$ cat src/rtl/fetch_stall_unit.sv
// Fetch-side stall/flush consumer: PC, IF/ID and ID/EX control registers plus a stall watchdog FSM.
// Optional PIPE_PERF_EN macro builds the saturating stall/flush performance counters.
module fetch_stall_unit #(
    parameter logic [31:0] PC_RESET    = 32'h0000_0000,
    parameter int          PC_STEP     = 4,
    parameter int          CTRL_W      = 10,
    parameter int          STALL_LIMIT = 8,
    parameter int          CNT_W       = 16
) (
    input  logic              Clk,
    input  logic              Rst,
    input  logic              PC_write,
    input  logic              IFID_write,
    input  logic              IF_flush,
    input  logic              stall_IDEX,
    input  logic              BranchAND,
    input  logic              Jump,
    input  logic              JumpRegister,
    input  logic [31:0]       BranchTarget,
    input  logic [31:0]       JumpTarget,
    input  logic [31:0]       JumpRegTarget,
    input  logic [31:0]       Instr_IF,
    input  logic [CTRL_W-1:0] Ctrl_DEC,
    output logic [31:0]       PC_out,
    output logic [31:0]       Instr_ID,
    output logic [31:0]       PCPlus4_ID,
    output logic [CTRL_W-1:0] Ctrl_EX,
    output logic [1:0]        State,
    output logic              Deadlock,
    output logic [CNT_W-1:0]  StallCount,
    output logic [CNT_W-1:0]  FlushCount
);

    localparam int          RUN_W   = $clog2(STALL_LIMIT + 1);
    localparam logic [31:0] STEP    = 32'(PC_STEP);
    localparam logic [RUN_W-1:0] LIMIT_V = RUN_W'(STALL_LIMIT);

    typedef enum logic [1:0] {
        S_RUN      = 2'd0,
        S_STALL    = 2'd1,
        S_REDIRECT = 2'd2,
        S_HUNG     = 2'd3
    } state_t;

    state_t           state, state_next;
    logic [RUN_W-1:0] run_cnt, run_next;
    logic             deadlock_next;
    logic [31:0]      pc_plus, pc_next;

    assign pc_plus = PC_out + STEP;

    // Redirect priority: jr over j/jal over taken branch over sequential.
    always_comb begin
        pc_next = PC_out;
        if (PC_write) begin
            if (JumpRegister)   pc_next = JumpRegTarget;
            else if (Jump)      pc_next = JumpTarget;
            else if (BranchAND) pc_next = BranchTarget;
            else                pc_next = pc_plus;
        end
    end

    always_ff @(posedge Clk or posedge Rst) begin
        if (Rst) begin
            PC_out     <= PC_RESET;
            Instr_ID   <= 32'h0;
            PCPlus4_ID <= 32'h0;
            Ctrl_EX    <= '0;
        end else begin
            PC_out <= pc_next;
            if (IF_flush) begin
                Instr_ID   <= 32'h0;
                PCPlus4_ID <= 32'h0;
            end else if (IFID_write) begin
                Instr_ID   <= Instr_IF;
                PCPlus4_ID <= pc_plus;
            end
            Ctrl_EX <= stall_IDEX ? '0 : Ctrl_DEC;
        end
    end

    // Stall outranks flush in every state; HUNG only leaves through reset.
    always_comb begin
        state_next    = state;
        run_next      = stall_IDEX ? run_cnt : '0;
        deadlock_next = Deadlock;
        case (state)
            S_RUN, S_REDIRECT: begin
                if (stall_IDEX) begin
                    state_next = S_STALL;
                    run_next   = RUN_W'(1);
                end else if (IF_flush) begin
                    state_next = S_REDIRECT;
                end else begin
                    state_next = S_RUN;
                end
            end
            S_STALL: begin
                if (stall_IDEX) begin
                    run_next = run_cnt + RUN_W'(1);
                    if (run_cnt + RUN_W'(1) >= LIMIT_V) begin
                        state_next    = S_HUNG;
                        deadlock_next = 1'b1;
                    end
                end else if (IF_flush) begin
                    state_next = S_REDIRECT;
                end else begin
                    state_next = S_RUN;
                end
            end
            S_HUNG: begin
                state_next    = S_HUNG;
                deadlock_next = 1'b1;
            end
            default: state_next = S_RUN;
        endcase
    end

    always_ff @(posedge Clk or posedge Rst) begin
        if (Rst) begin
            state    <= S_RUN;
            run_cnt  <= '0;
            Deadlock <= 1'b0;
        end else begin
            state    <= state_next;
            run_cnt  <= run_next;
            Deadlock <= deadlock_next;
        end
    end

    assign State = state;

`ifdef PIPE_PERF_EN
    always_ff @(posedge Clk or posedge Rst) begin
        if (Rst) begin
            StallCount <= '0;
            FlushCount <= '0;
        end else begin
            if (stall_IDEX && (StallCount != '1)) StallCount <= StallCount + 1'b1;
            if (IF_flush && (FlushCount != '1))   FlushCount <= FlushCount + 1'b1;
        end
    end
`else
    assign StallCount = '0;
    assign FlushCount = '0;
`endif

endmodule

$ cat config.mk
export PLATFORM = sky130hd
export DESIGN_NAME = fetch_stall_unit
export DESIGN_NICKNAME = d
export VERILOG_FILES = /design/src/rtl/fetch_stall_unit.sv
export SDC_FILE = /design/constraint.sdc
export NUM_CORES = 1
export LEC_CHECK = 0
export CORE_AREA = 2 2 147 149
export CTS_BUF_LIST = sky130_fd_sc_hd__clkbuf_4 sky130_fd_sc_hd__clkbuf_8
export DETAILED_ROUTE_END_ITERATION = 8
export DIE_AREA = 0 0 149 151
export SLEW_MARGIN = 0
export SYNTH_ARGS = -nofsm -noshare
export SYNTH_HDL_FRONTEND = slang
export SYNTH_SLANG_ARGS = --single-unit
$ cat constraint.sdc
create_clock -name Clk -period 4 [get_ports Clk]
set_input_delay 0.8 -clock Clk [delete_from_list [all_inputs] [get_ports Clk]]
set_output_delay 0.8 -clock Clk [all_outputs]
set_load 0.03 [all_outputs]
==> results.json <==
{
  "fmax_ghz": 0.370,
  "drive_above_1_share_pct": 6.97,
  "fin_skew_ps": 5.49,
  "pre_cts_ws_ps": 884,
  "hpwlAfterDp_mm": 15.8,
  "cp.required_ps": 4360,
  "fp.coreArea_mm2": 0.0208,
  "grt_pass1_vias": 5493,
  "route.detailed.drc": 0,
  "slew_violations": 0,
  "whs_ps": 473,
  "vias": 5712,
  "yosysUniqueCellTypes": 59,
  "ys.warnings.count": 0,
  "cts-root-buf": "clkbuf_8",
  "outcome": "finished clean",
  "grt_pass1_wl_mm": 32.2,
  "placed_area_mm2": 0.00884,
  "met2_usage_pct": 29.4,
  "final.min_clock_period_ps": 2710,
  "rsz0062_at_grt": "no",
  "post-cts-setup-buffer-count": 0,
  "maxSlewHeadroom_pct": 45.4,
  "die_w_um": 149,
  "p_leak_nw": 3.89,
  "synthToLayoutAreaGrowth_pct": 49.6,
  "nets": 1026,
  "regArea_mm2": 0.00283,
  "cp-end-kind": "flop",
  "die-area_mm2": 0.0225,
  "clkSinkCount": 113,
  "synth_top_family_by_area": "compound AO/OA/AOI/OAI gates",
  "cts_tree": "yes",
  "synth-edff-count": 0,
  "hold_class": "reg -> reg",
  "fill_cells": 2068,
  "ioPinCount": 288,
  "start_kind": "input port",
  "top_usage_layer": "met2",
  "gp_congestion": 0.764,
  "ant_nets": 0,
  "setup_viol": 0,
  "portBuffers": 255,
  "cts.repair.resized": 0,
  "overflow": 0,
  "fp-row-count": 53,
  "syn_area_per_cell_um2": 9.63,
  "ys_ff_latch": 113,
  "die_h_um": 151,
  "wirelength_mm": 21.3,
  "finish.utilization_pct": 44.4,
  "clk_latency_ps": 430,
  "synth_compound_area_share_pct": 18.1,
  "numCtsBuffers": 17,
  "hold_buffers": 0,
  "met3_usage_pct": 4.52,
  "initial_core_util_pct": 29.6,
  "period_share_pct": 67.7,
  "final_area_mm2": 0.00924,
  "path_clk_slew_ps": 60,
  "placed_cells": 1133,
  "synth_fa_ha_area_share_pct": 0.405,
  "clockBufferDepth": 2,
  "antenna_found_initial": 1,
  "drtPass1Iterations": 5,
  "seq_area_frac_synth_pct": 45.8,
  "grt_max_degree": 54,
  "tightest_slew_ps": 819,
  "netlist_area_mm2": 0.00617,
  "crit_type": "in -> reg",
  "drt_iter0_drc": 390,
  "synth_mux_area_share_pct": 6.49,
  "fin_tns_setup_ps": 0,
  "finalHoldViolations": 0,
  "cp.arrival_ps": 3060,
  "worst-path-max-fanout": 16,
  "wl_per_cell_um": 18.3,
  "synth_simple_gate_area_share_pct": 16.9,
  "setup_ws_ps": 1290,
  "synth_xor_area_share_pct": 4.40,
  "synth_cells": 641,
  "instances_no_fill": 1166,
  "multi_input_area_mm2": 0.00298,
  "p_per_area_mw_per_mm2": 367,
  "drv_cap": 0,
  "ir_drop_uv": 149,
  "grt.total_usage_pct": 18.9,
  "yosys_most_used_dff": "dfrtp_1",
  "htreeDepth": 4,
  "met1_usage_pct": 25.9,
  "total_power_mw": 3.38,
  "synth-async-reset-ratio_pct": 100,
  "vias_per_cell": 4.90
}
logic make-up after synthesis:
kind of cell               count (synthesis)
DFF                                      113
other                                      1
buffers and inverters                     95
and+or+nand+nor                          206
muxes                                     40
AOI/OAI and AO/OA                        153
adders and majority gates                  2
xor gates and xnor gates                  31
power breakdown:
| part | internal, mW | leakage, nW | switching [mW] |
|---|---|---|---|
| clock | 0.605 | 0.211 | 0.453 |
| combinational | 0.430 | 2.24 | 0.546 |
| sequential | 1.24 | 1.44 | 0.112 |
| total | 2.27 | 3.89 | 1.11 |
critical path, stage by stage:
cell             delay [ps]
clkdlybuf4s50_1         730
nor2b_2                 640
buf_4                   310
a221o_1                 150
o21ai_0                 110
a21oi_1                 160
a2bb2oi_1               170
layout by cell type, fill, tap and decap left out, drive strengths merged, types with 8 or more instances in the layout:
master / count
nor2: 89
nand2b: 10
inv: 15
a221oi: 14
conb: 32
nand2: 34
nand3: 14
o21ai: 30
buf: 13
nand4: 14
dfrtp: 113
clkdlybuf4s50: 252
xnor2: 23
a211oi: 31
nor2b: 13
clkbuf: 27
a21oi: 15
nor3: 11
mux2i: 40
xor2: 8
routing by layer:
layer	wire (um)	up-vias
met5	0	-
met4	311	0
met3	1430	24
met2	9770	257
met1	9770	2721
li1	-	2710
flip-flops by register name (all words and copies together) (netlist names):
register and flops:
State 2, PC_out 32, Instr_ID 32, run_cnt 4, PCPlus4_ID 32, Ctrl_EX 10, Deadlock 1
path summary, 6_finish.rpt:
path                                           to                   from  cells past startpoint  slack [ps]
setup / recovery           PC_out[29]$_DFFE_PP0P_                   Jump                      7        1290
hold / removal               Deadlock$_DFFE_PP0P_   Deadlock$_DFFE_PP0P_                      1         470
setup reg to reg           PC_out[10]$_DFFE_PP0P_  PC_out[2]$_DFFE_PP0P_                      6        1700
hold reg to reg              Deadlock$_DFFE_PP0P_   Deadlock$_DFFE_PP0P_                      1         470
max in group asynchronous  PC_out[23]$_DFFE_PP0P_                    Rst                      3        2440
min in group asynchronous    Ctrl_EX[5]$_DFF_PP0_                    Rst                      2         730
cell usage after synthesis (3+ instances only):
master | instances | area (um2)
nand2_1 | 34 | 128
nand3_1 | 14 | 70.1
nor3_2 | 4 | 40.0
nor3_1 | 7 | 35.0
nor2_1 | 89 | 334
buf_1 | 8 | 30.0
inv_1 | 15 | 56.3
a211o_1 | 4 | 35.0
o21ai_0 | 30 | 150
a221o_1 | 6 | 60.1
a22o_1 | 3 | 26.3
a21oi_1 | 15 | 75.1
o221ai_1 | 4 | 35.0
dfrtp_1 | 113 | 2830
a211oi_1 | 29 | 218
nand4_1 | 12 | 75.1
and3_1 | 6 | 37.5
o31a_1 | 3 | 26.3
and4_1 | 5 | 43.8
nor2b_1 | 13 | 81.3
a21o_1 | 5 | 37.5
nand2b_1 | 10 | 62.6
a22oi_1 | 6 | 45.0
clkbuf_1 | 35 | 131
o2bb2ai_1 | 6 | 52.6
o22ai_1 | 6 | 37.5
mux2i_1 | 40 | 400
a221oi_1 | 14 | 123
buf_4 | 33 | 248
xnor2_1 | 23 | 201
xor2_1 | 8 | 70.1
a2bb2oi_1 | 3 | 26.3
cell type report:
type | instances | share of cell area, %
inverters | 16 | 0.677
repair buffers | 265 | 28.5
clock inverters | 5 | 0.542
multi-input cells | 464 | 32.3
flip-flops and latches | 113 | 30.6
diodes | 1 | 0.0271
well taps | 275 | 3.73
clock buffers | 27 | 3.69
Note: power is estimated with default switching activity, not from simulation.
